### config.mk
export PLATFORM = sky130hd
export DESIGN_NAME = eth_mac_cfg_regs
export DESIGN_NICKNAME = d
export VERILOG_FILES = /design/src/rtl/eth_mac_pkg.sv /design/src/rtl/eth_mac_stat_counter.sv /design/src/rtl/eth_mac_cfg_regs.sv
export SDC_FILE = /design/constraint.sdc
export NUM_CORES = 1
export LEC_CHECK = 0
export CAP_MARGIN = 20
export CORE_MARGIN = 5
export CORE_UTILIZATION = 56
export DETAILED_ROUTE_END_ITERATION = 8
export PLACE_DENSITY = 0.79
export SLEW_MARGIN = 10
export SYNTH_ARGS = -nofsm -noshare
export SYNTH_HDL_FRONTEND = slang
export SYNTH_SLANG_ARGS = --single-unit
### constraint.sdc
create_clock -name clk -period 2.3 [get_ports clk]
set_clock_uncertainty 0.05 [all_clocks]
set_input_delay 0.46 -clock clk [delete_from_list [all_inputs] [get_ports clk]]
set_output_delay 0.46 -clock clk [all_outputs]
set_load 0.1 [all_outputs]
### src/rtl/eth_mac_pkg.sv
// rtl/eth_mac_pkg.sv - Ethernet MAC register map, mode encodings and config FSM states
package eth_mac_pkg;

   localparam logic [4:0] CONFIG_CONTROL    = 5'h00;
   localparam logic [4:0] CONFIG_ADDR_HI    = 5'h01;
   localparam logic [4:0] CONFIG_ADDR_LO    = 5'h02;
   localparam logic [4:0] CONFIG_SPEED_MODE = 5'h03;
   localparam logic [4:0] CONFIG_STATS_CTRL = 5'h04;
   localparam logic [4:0] CONFIG_STATS_BASE = 5'h10;

   localparam int CTRL_MAC_EN  = 0;
   localparam int CTRL_TX_EN   = 1;
   localparam int CTRL_RX_EN   = 2;
   localparam int CTRL_PROMISC = 3;

   localparam int STATS_FREEZE    = 0;
   localparam int STATS_CLEAR_ALL = 1;

   typedef enum logic [1:0] {
      SPEED_10M   = 2'b00,
      SPEED_100M  = 2'b01,
      SPEED_1000M = 2'b10,
      SPEED_RSVD  = 2'b11
   } speed_t;

   typedef enum logic [1:0] {
      MODE_MII   = 2'b00,
      MODE_GMII  = 2'b01,
      MODE_RGMII = 2'b10,
      MODE_RMII  = 2'b11
   } if_mode_t;

   typedef enum logic {
      CFG_IDLE = 1'b0,
      CFG_ACK  = 1'b1
   } cfg_state_t;

   // GMII only carries gigabit; MII/RMII cannot carry it; RGMII handles all rates.
   function automatic logic mode_valid(input logic [1:0] spd, input logic [1:0] ifm);
      logic ok;
      ok = 1'b0;
      case (spd)
         SPEED_10M, SPEED_100M: ok = (ifm != MODE_GMII);
         SPEED_1000M:           ok = (ifm == MODE_GMII) || (ifm == MODE_RGMII);
         default:               ok = 1'b0;
      endcase
      return ok;
   endfunction

endpackage

### src/rtl/eth_mac_stat_counter.sv
// rtl/eth_mac_stat_counter.sv - saturating statistics counter with clear, freeze and read-clear
module eth_mac_stat_counter #(
   parameter int STAT_W = 32
) (
   input  logic              clk,
   input  logic              rst,
   input  logic              inc,
   input  logic              clear,
   input  logic              rd_clr,
   input  logic              freeze,
   output logic [STAT_W-1:0] count
);

   // A read-clear keeps a coincident increment so no event is lost; freeze does not block it.
   always_ff @(posedge clk) begin
      if (rst || clear) begin
         count <= '0;
      end else if (rd_clr) begin
         count <= STAT_W'(inc);
      end else if (inc && !freeze && (count != '1)) begin
         count <= count + STAT_W'(1);
      end
   end

endmodule

### src/rtl/eth_mac_cfg_regs.sv
// rtl/eth_mac_cfg_regs.sv - MAC config/status register file; ETH_MAC_CFG_STATS_COR_EN enables clear-on-read counters
module eth_mac_cfg_regs
   import eth_mac_pkg::*;
#(
   parameter int          ADDR_W         = 5,
   parameter int          DATA_W         = 32,
   parameter int          NUM_STATS      = 4,
   parameter int          STAT_W         = 32,
   parameter logic [47:0] RESET_MAC_ADDR = 48'h02_00_00_00_00_01
) (
   input  logic                 clk,
   input  logic                 rst,
   input  logic                 cfg_req,
   input  logic                 cfg_we,
   input  logic [ADDR_W-1:0]    cfg_addr,
   input  logic [DATA_W-1:0]    cfg_wdata,
   output logic                 cfg_ack,
   output logic [DATA_W-1:0]    cfg_rdata,
   output logic                 cfg_err,
   input  logic [NUM_STATS-1:0] stat_inc,
   output logic                 mac_enable,
   output logic                 tx_enable,
   output logic                 rx_enable,
   output logic                 promisc,
   output logic [47:0]          mac_addr,
   output logic [1:0]           speed_mode,
   output logic [1:0]           if_mode,
   output logic                 cfg_changed
);

   cfg_state_t state_q, state_d;
   logic       accept;

   speed_t     speed_q;
   if_mode_t   if_mode_q;
   logic       freeze_q;

   logic [STAT_W-1:0]    cnt [NUM_STATS];
   logic [NUM_STATS-1:0] stat_sel;
   logic [NUM_STATS-1:0] rd_clr;
   logic                 stat_hit;

   logic              is_ctrl, is_hi, is_lo, is_sm, is_sc;
   logic              addr_ok, mode_bad, req_err, wr_ok, clr_all;
   logic [DATA_W-1:0] rd_val;

   logic [DATA_W-1:0] rdata_q;
   logic              err_q, changed_q;

   always_ff @(posedge clk) begin
      if (rst) state_q <= CFG_IDLE;
      else     state_q <= state_d;
   end

   always_comb begin
      state_d = state_q;
      case (state_q)
         CFG_IDLE: if (cfg_req) state_d = CFG_ACK;
         CFG_ACK:  state_d = CFG_IDLE;
         default:  state_d = CFG_IDLE;
      endcase
   end

   assign accept  = (state_q == CFG_IDLE) && cfg_req;
   assign cfg_ack = (state_q == CFG_ACK);

   always_comb begin
      is_ctrl  = (cfg_addr == ADDR_W'(CONFIG_CONTROL));
      is_hi    = (cfg_addr == ADDR_W'(CONFIG_ADDR_HI));
      is_lo    = (cfg_addr == ADDR_W'(CONFIG_ADDR_LO));
      is_sm    = (cfg_addr == ADDR_W'(CONFIG_SPEED_MODE));
      is_sc    = (cfg_addr == ADDR_W'(CONFIG_STATS_CTRL));
      stat_hit = 1'b0;
      stat_sel = '0;
      rd_val   = '0;
      if (is_ctrl) begin
         rd_val[CTRL_MAC_EN]  = mac_enable;
         rd_val[CTRL_TX_EN]   = tx_enable;
         rd_val[CTRL_RX_EN]   = rx_enable;
         rd_val[CTRL_PROMISC] = promisc;
      end
      if (is_hi) rd_val[15:0] = mac_addr[47:32];
      if (is_lo) rd_val[31:0] = mac_addr[31:0];
      if (is_sm) rd_val[3:0]  = {if_mode_q, speed_q};
      if (is_sc) rd_val[STATS_FREEZE] = freeze_q;
      for (int i = 0; i < NUM_STATS; i++) begin
         if (cfg_addr == ADDR_W'(CONFIG_STATS_BASE) + ADDR_W'(i)) begin
            stat_hit    = 1'b1;
            stat_sel[i] = 1'b1;
            rd_val[STAT_W-1:0] = cnt[i];
         end
      end
   end

   // Mode changes are only legal while the MAC is stopped, and only for coherent rate/interface pairs.
   assign mode_bad = !mode_valid(cfg_wdata[1:0], cfg_wdata[3:2]) || mac_enable;
   assign addr_ok  = is_ctrl || is_hi || is_lo || is_sm || is_sc || stat_hit;
   assign req_err  = !addr_ok || (cfg_we && stat_hit) || (cfg_we && is_sm && mode_bad);
   assign wr_ok    = accept && cfg_we && !req_err;
   assign clr_all  = wr_ok && is_sc && cfg_wdata[STATS_CLEAR_ALL];

   always_ff @(posedge clk) begin
      if (rst) begin
         mac_enable <= 1'b0;
         tx_enable  <= 1'b0;
         rx_enable  <= 1'b0;
         promisc    <= 1'b0;
         mac_addr   <= RESET_MAC_ADDR;
         speed_q    <= SPEED_1000M;
         if_mode_q  <= MODE_GMII;
         freeze_q   <= 1'b0;
         rdata_q    <= '0;
         err_q      <= 1'b0;
         changed_q  <= 1'b0;
      end else begin
         rdata_q   <= '0;
         err_q     <= 1'b0;
         changed_q <= 1'b0;
         if (accept) begin
            rdata_q   <= cfg_we ? '0 : rd_val;
            err_q     <= req_err;
            changed_q <= wr_ok && (is_ctrl || is_hi || is_lo || is_sm);
         end
         if (wr_ok) begin
            if (is_ctrl) begin
               mac_enable <= cfg_wdata[CTRL_MAC_EN];
               tx_enable  <= cfg_wdata[CTRL_TX_EN];
               rx_enable  <= cfg_wdata[CTRL_RX_EN];
               promisc    <= cfg_wdata[CTRL_PROMISC];
            end
            if (is_hi) mac_addr[47:32] <= cfg_wdata[15:0];
            if (is_lo) mac_addr[31:0]  <= cfg_wdata[31:0];
            if (is_sm) begin
               speed_q   <= speed_t'(cfg_wdata[1:0]);
               if_mode_q <= if_mode_t'(cfg_wdata[3:2]);
            end
            if (is_sc) freeze_q <= cfg_wdata[STATS_FREEZE];
         end
      end
   end

   assign cfg_rdata   = rdata_q;
   assign cfg_err     = err_q;
   assign cfg_changed = changed_q;
   assign speed_mode  = speed_q;
   assign if_mode     = if_mode_q;

`ifdef ETH_MAC_CFG_STATS_COR_EN
   assign rd_clr = (accept && !cfg_we) ? stat_sel : '0;
`else
   assign rd_clr = '0;
`endif

   for (genvar g = 0; g < NUM_STATS; g++) begin : g_stat
      eth_mac_stat_counter #(
         .STAT_W (STAT_W)
      ) u_cnt (
         .clk    (clk),
         .rst    (rst),
         .inc    (stat_inc[g]),
         .clear  (clr_all),
         .rd_clr (rd_clr[g]),
         .freeze (freeze_q),
         .count  (cnt[g])
      );
   end

endmodule
==> results of run 1 <==
-- state kept, by name, indices dropped and copies added (netlist names) --
| register | count |
|---|---|
| cfg_changed | 1 |
| rx_enable | 1 |
| if_mode | 2 |
| promisc | 1 |
| cfg_rdata | 32 |
| tx_enable | 1 |
| freeze_q | 1 |
| cfg_err | 1 |
| cfg_ack | 1 |
| mac_enable | 1 |
| g_stat.u_cnt.count | 128 |
| mac_addr | 48 |
| speed_mode | 2 |
-- worst max path at each step --
stage,start,to,slack (ns)
after detailed placement,cfg_wdata[3],speed_mode[1],-0.39
final,g_stat[3].u_cnt.count[5],g_stat[3].u_cnt.count[31],0.08
after global routing,cfg_wdata[3],cfg_err,-0.007
after floorplan,cfg_ack,g_stat[1].u_cnt.count[28],0.18
after CTS,g_stat[1].u_cnt.count[1],g_stat[1].u_cnt.count[28],0.06
after global placement,cfg_wdata[3],if_mode[0],-0.37
-- power breakdown --
part	total, mW	internal, mW	leakage, nW	switching (mW)
clock network	3.97	2.39	0.408	1.58
logic	0.527	0.230	2.84	0.297
registers	3.85	3.83	1.77	0.0199
total	8.35	6.45	5.03	1.90
-- cell families after synthesis --
| kind of cell | Yosys count |
|---|---|
| xor+xnor | 14 |
| mux | 32 |
| fa+ha+maj | 5 |
| compound gates | 372 |
| simple gates | 554 |
| buf+inv | 101 |
| flops | 220 |
-- critical path, stage by stage, from the launching register on --
cell and delay (ns):
dfxtp_1 0.36, and4_1 0.29, nand4_1 0.28, or3_1 0.49, or4_1 0.51, a21oi_1 0.16
-- cell usage after synthesis, drive strengths merged (19+ instances only) --
cell,instances
a21oi,179
and3,22
and4,19
buf,37
clkbuf,50
dfxtp,220
mux2i,28
nand2,191
nand3,58
nand4,40
nor2,56
o21ai,70
o31ai,21
or3,58
or4,31
-- cells in the final DEF (no fill, tap or decap), types with 19 or more instances in the layout --
| master | Yosys | routed |
|---|---|---|
| o31ai_1 | 21 | 20 |
| a21oi_1 | 179 | 179 |
| and3_1 | 22 | 21 |
| buf_4 | 2 | 239 |
| o21ai_0 | 69 | 69 |
| mux2i_1 | 28 | 28 |
| nand3_1 | 58 | 58 |
| nand2_1 | 191 | 191 |
| or4_1 | 31 | 31 |
| nand4_1 | 39 | 39 |
| or3_1 | 58 | 58 |
| clkbuf_16 | 0 | 25 |
| and4_1 | 19 | 19 |
| dfxtp_1 | 220 | 219 |
| nor2_1 | 56 | 55 |
| clkdlybuf4s50_1 | 0 | 43 |
-- timing repair --
item                                    in CTS  in global routing
endpoints found under the setup margin       0                  5
buffers inserted                             0                  1
gates resized for setup                      0                  2
-- layer usage --
layer,vias to the layer above,global-route usage (%),wire length (um)
li1,5304,-,-
met1,5276,41.0,14400
met2,598,49.6,15800
met3,103,6.62,3460
met4,0,14.1,1830
met5,-,0,0
-- cell type report --
class / instances / area (um2) / area share (%)
clock buffers: 32 / 712 / 5.17
clock inverters: 11 / 110 / 0.800
inverters: 14 / 52.6 / 0.382
multi-input cells: 977 / 5780 / 42.0
flip-flops and latches: 220 / 4410 / 32.0
well taps: 234 / 293 / 2.13
repair buffers: 292 / 2410 / 17.5
==> results.txt, run 1 <==
The remaining global-route overflow is 0. Port buffering added 135 buffers. The pin count of the biggest net entering global routing came out at 55.

136 I/O pins were placed. The area added between synthesis and finish is 30.1%. The CTS buffer count is 24. The share of the synthesized area in compound gates (AO/OA/AOI/OAI) came out at 21.4%. The average wire per cell in the routed design came out at 19.9 um. The finished cells cover 13,800 um2. The utilization of the core after routing is 73.8%. Prior to clock tree synthesis, the placed netlist has a worst setup slack of -0.387 ns. In this run the power density over the cells is 606 nW/um2. TritonCTS built the clock tree. In the finished design, the share of the clock period the worst path needs comes to 96.3%. The root buffer cell chosen for the clock tree is clkbuf_16.

In the post-synthesis netlist, the biggest area contributors are dfxtp_1, a21oi_1, nand2_1. The slew at the pin with the worst max-slew slack came out at 0.829 ns. STA classifies the critical path startpoint as a flop. The filler-free cell count of the finished design came out at 1,780. The required time at the worst-slack endpoint came out at 2.69 ns. The yosys synthesis warning count is 0.

The count of fill cells added during filler insertion is 1,438. The floorplan die width came out at 147 um. The worst vdd rail ir drop is 0.512 mV.

For this configuration, the core starts out at a cell density of 56.7%. The netlist area before placement came out at 10,600 um2. The sequential area share after synthesis is 41.6%. Multiplexer cells account for 3.50% of the synthesized area. The max-slew violation count came out at 0. The arrival time at the worst endpoint came out at 2.61 ns. The run finished with clean final reports.

The leading area contributor after synthesis is dfxtp_1. The async set or reset register ratio after synthesis came out at 0%. The floorplan has 50 rows. The kind of capture point of the worst setup path is a flop. Along the worst path, the maximum fanout reaches 7. The iteration-0 DRC count of the detailed router came out at 1,327. The path class of the tightest hold or removal check is input port to flop. The all-layer global routing usage is 31.2%. The setup total negative slack came out at 0 ns. The number of antenna violations at the first check in global routing was 0.

The count of max-cap constraint violations is 0. The total inserted antenna cells is 0. The insertion delay to the later sink of the worst-skew pair is 0.52 ns. The adder-cell area share of the yosys netlist came out at 0.591%.

The clock-pin slew on the worst setup and hold paths came out at 0.07 ns. The number of stages on the worst hold path is 2. The number of remaining DRC errors is 0. The end of the worst register-to-register path is g_stat[3].u_cnt.count[31].

Of the total synthesized cell area, the portion taken by XOR and XNOR cells is 1.16%. The total count of hold-check failures in the final report came out at 0. The post-placement cell count is 1,736. The number of distinct library cell variants in the gate-level netlist after synthesis is 63. The placed wire-length estimate came out at 25,800 um. The number of vias per cell came out at 6.34. The worst hold slack came out at 0.190 ns. The dominant register cell in the synthesized netlist is dfxtp_1.

The via count of the first global-routing pass came out at 10.4k. The normalized max-slew margin is 44.2%. The top-area cell type share of the netlist area came out at 41.6%. The detailed-route wire length is 35,500 um. The global-route wire length before repair is 55,300 um. The dominant combinational cell family by area after synthesis is simple AND/OR/NAND/NOR gates. For hold timing, the worst endpoint is mac_enable. The placer congestion estimate is 0.941. Counting I/O delays and the setup requirement, the final critical path takes 2.22 ns. The number of clock sinks seen by CTS came out at 220. The leakage power of the design is 5.03 nW. The startpoint identified for the worst hold timing path is rst.

The number of nets in the layout is 1,579. In this run the mean area of a mapped cell was 8.15 um2. The flop-to-flop setup slack came out at 0.08 ns.

The area share of and/or/nand/nor cells after synthesis is 27.6%. By startpoint and endpoint, the worst setup path is classified as flop to flop. Measured along the y axis, the die boundary spans 147 um. The number of nets in the synthesized netlist is 1,348. The floorplan die area is 21,700 um2. Summing internal, switching and leakage power gives 8.35 mW.

Hold repair after CTS inserted 0 buffers. The number of optimization iterations in the first detailed-route pass is 7. The area of the core is 18,600 um2. The instance count of the mapped netlist is 1,298.

The minimum setup slack in the final design is 0.0845 ns. Of the cells placed in the final design, the portion with a size suffix greater than 1 is 21.0%. In this run, synthesis inferred 0 flip-flops with an integrated enable.

The total via count after detailed routing is 11.3k. In this run the number of H-tree levels came out at 1. The startpoint identified for the worst register-to-register timing path is g_stat[3].u_cnt.count[5]. The total of endpoints with negative setup slack in the final report is 0. The number of register bits inferred by synthesis came out at 220.

The area of placed instances is 12,900 um2. The number of cells on the worst reg-to-reg path is 5. The maximum number of buffers from clock root to sink came out at 3. The upper clock frequency limit came out at 451 MHz.

The remaining antenna violation count after routing is 0.
(Power assumes the default switching activity.)
==> run 2, diff against run 1 <==
Settings changed: CAP_MARGIN 20 to default, SKIP_CTS_REPAIR_TIMING from default to 1.
==> results of run 2 <==
No change in the layout: final DEF, timing and power equal those of run 1.
==> run 3, diff against run 2 <==
Settings changed: GPL_TIMING_DRIVEN from default to 0, PLACE_DENSITY 0.79 to default, PLACE_DENSITY_LB_ADDON from default to 0.25.
==> results.txt, run 3 (synthesized netlist as in run 1, its figures left out) <==
The total count of hold-check failures in the final report is 0 (unchanged). The total power came out at 8.52 mW (+2.1%). The critical path starts at stat_inc[1]. The pin count of the biggest net entering global routing is 15 (-73%). The number of nets in the layout was 1,517 (-3.9%).

The area of placed instances was 12,200 um2 (-5.8%). Traced cell by cell, the critical path runs through clkdlybuf4s50_1, nor2b_1, nand4_1, a211o_4, or4b_2, nand2_1. The remaining antenna violation count after routing came out at 0 (unchanged). Setup repair after global routing could not meet its margin everywhere. The floorplan die width came out at 147 um (unchanged). The longest individual stage delay on the worst path came out at 0.63 ns (+0.12 ns). The largest individual stage delay along the critical path comes from the cell or4b_2. Counting flops per register, the top entry is g_stat.u_cnt.count. The remaining global-route overflow is 0 (unchanged).

The setup total negative slack came out at 0 ns (unchanged). The flip-flop count of the largest register after layout is 128 (unchanged). The count of fill cells added during filler insertion is 1,418 (-1.4%). The iteration-0 DRC count of the detailed router came to 1,453 (+9.5%). The average wire per cell in the routed design came out at 22.4 um (+12%). The utilization of the core after routing was 73.8% (about the same). In this run the most critical hold path is launched from cfg_wdata[3].

The area of the core came out at 18,600 um2 (unchanged). The number of vias per cell came to 6.68 (+5.4%). The total of endpoints with negative setup slack in the final report came out at 0 (unchanged). The via count of the first global-routing pass came to 10.4k (+0.058%). The number of clock sinks seen by CTS is 220 (unchanged). The clock tree root buffer cell is clkbuf_16. The H-tree depth is 1 (unchanged). The floorplan die area came to 21,700 um2 (unchanged).

The library cell used most frequently in the layout, excluding fill and tap cells, is dfxtp_1. STA classifies the critical path endpoint as a flop. The worst hold slack came to 0.287 ns (+0.0967 ns). The number of remaining DRC errors was 0 (unchanged). The placement row count came to 50 (unchanged). The detailed-route wire length is 38,500 um (+8.5%).

The upper clock frequency limit came out at 438 MHz (-3.0%). The arrival time at the worst endpoint is 2.69 ns (+0.08 ns). The worst vdd rail ir drop is 0.554 mV (+8.2%). The normalized max-slew margin came out at 32.4% (-12 points).

The worst setup path is launched from an input port. The layout cell share with drive strength beyond 1 is 12.7% (-8.3 points). The count of max-cap constraint violations was 0 (unchanged).

The clock-pin slew on the worst setup and hold paths is 0.06 ns (about the same). The final design area excluding fillers came out at 13,800 um2 (about the same). The number of antenna violations at the first check in global routing came out at 0 (unchanged).

The critical path start-end classification is input port to flop. The leakage power of the design came out at 6.11 nW (+22%). The power density over the cells came out at 619 nW/um2 (+2.1%).

The type of the worst min-delay path is input port to flop. The worst register-to-register path begins at g_stat[1].u_cnt.count[0]. The area added between synthesis and finish was 30.1% (about the same).

The number of optimization iterations in the first detailed-route pass came out at 7 (unchanged). The max-slew violation count was 0 (unchanged). The count of buffer and inverter cells on the critical path is 1 (+1).

The final critical delay including setup and external delays is 2.28 ns (+0.0691 ns). The run finished with clean final reports. The final worst-path cycle share is 99.3% (+3.0 points).

The initial standard-cell utilization of the core is 56.7% (unchanged). The count of pins on the block boundary came out at 136 (unchanged). The count of buffers from port buffering was 131 (-3.0%). The total inserted antenna cells is 0 (unchanged). The total via count after detailed routing is 11.5k (+1.7%). The maximum number of buffers from clock root to sink came out at 3 (unchanged). The placed wire-length estimate is 27,600 um (+7.1%). Leaving out fill and tap cells, the most frequent cells in the layout are dfxtp_1, nand2_1, a21oi_1, dlymetal6s2s_1, o21ai_0. The largest driver fanout on the critical path was 7 (unchanged). The placer congestion estimate is 1.01 (+7.7%). The slew at the pin with the worst max-slew slack was 1.01 ns (+0.183 ns).

The vertical die dimension is 147 um (unchanged). The clock tree from TritonCTS is built. The required time at the worst-slack endpoint is 2.71 ns (+0.02 ns). The global-route wire length before repair is 57,900 um (+4.7%). The all-layer global routing usage came out at 33.4% (+2.2 points). The CTS buffer count is 23 (-4.2%). The insertion delay to the later sink of the worst-skew pair came to 0.52 ns (about the same). Among cell families on the critical path, the largest total delay comes from simple AND/OR/NAND/NOR gates.
## run 3: area by class of cell
class	instances	area [um2]	share of cell area [%]
Buffer	82	440	3.20
Clock buffer	26	607	4.41
Clock inverter	15	230	1.67
Inverter	14	52.6	0.382
Multi-Input combinational cell	977	6040	43.9
Sequential cell	220	4420	32.1
Tap cell	234	293	2.13
Timing Repair Buffer	149	1680	12.2
## run 3: worst paths after layout
kind                                                   to  slack (ns)  cells after the start
worst max-delay path            g_stat[1].u_cnt.count[28]        0.02                      6
worst min register to register                  rx_enable        0.43                      2
worst min-delay path                          mac_addr[3]        0.29                      3
worst max register to register  g_stat[1].u_cnt.count[28]        0.03                      6
## run 3: worst min-delay path, delay by kind of cell
| kind | cells | cell delay [ns] |
|---|---|---|
| buffers and inverters | 1 | 0.19 |
| AND/OR/NAND/NOR | 1 | 0.09 |
| AO/OA/AOI/OAI | 1 | 0.06 |
## run 3: per-layer routing
layer  routed length [um]  part of all wire (%)  track usage (%)
met4                 1910                   5.0             18.2
met3                 4320                    11             6.74
met1                15100                    39             44.7
met2                17200                    45             50.9
met5                    0                     0                0
## run 3: per-stage QoR
stage	worst slack [ns]	cells
final	0.0155	1717
after global routing	-0.0380	1717
after CTS	-0.944	1704
after detailed placement	-1.46	1663
after global placement	-1.44	1663
after floorplan	0.184	1298
## run 3: where the power goes
part / total (mW) / internal, mW / switching, mW
logic: 0.492 / 0.175 / 0.317
registers: 3.86 / 3.83 / 0.0277
clock network: 4.17 / 2.57 / 1.60
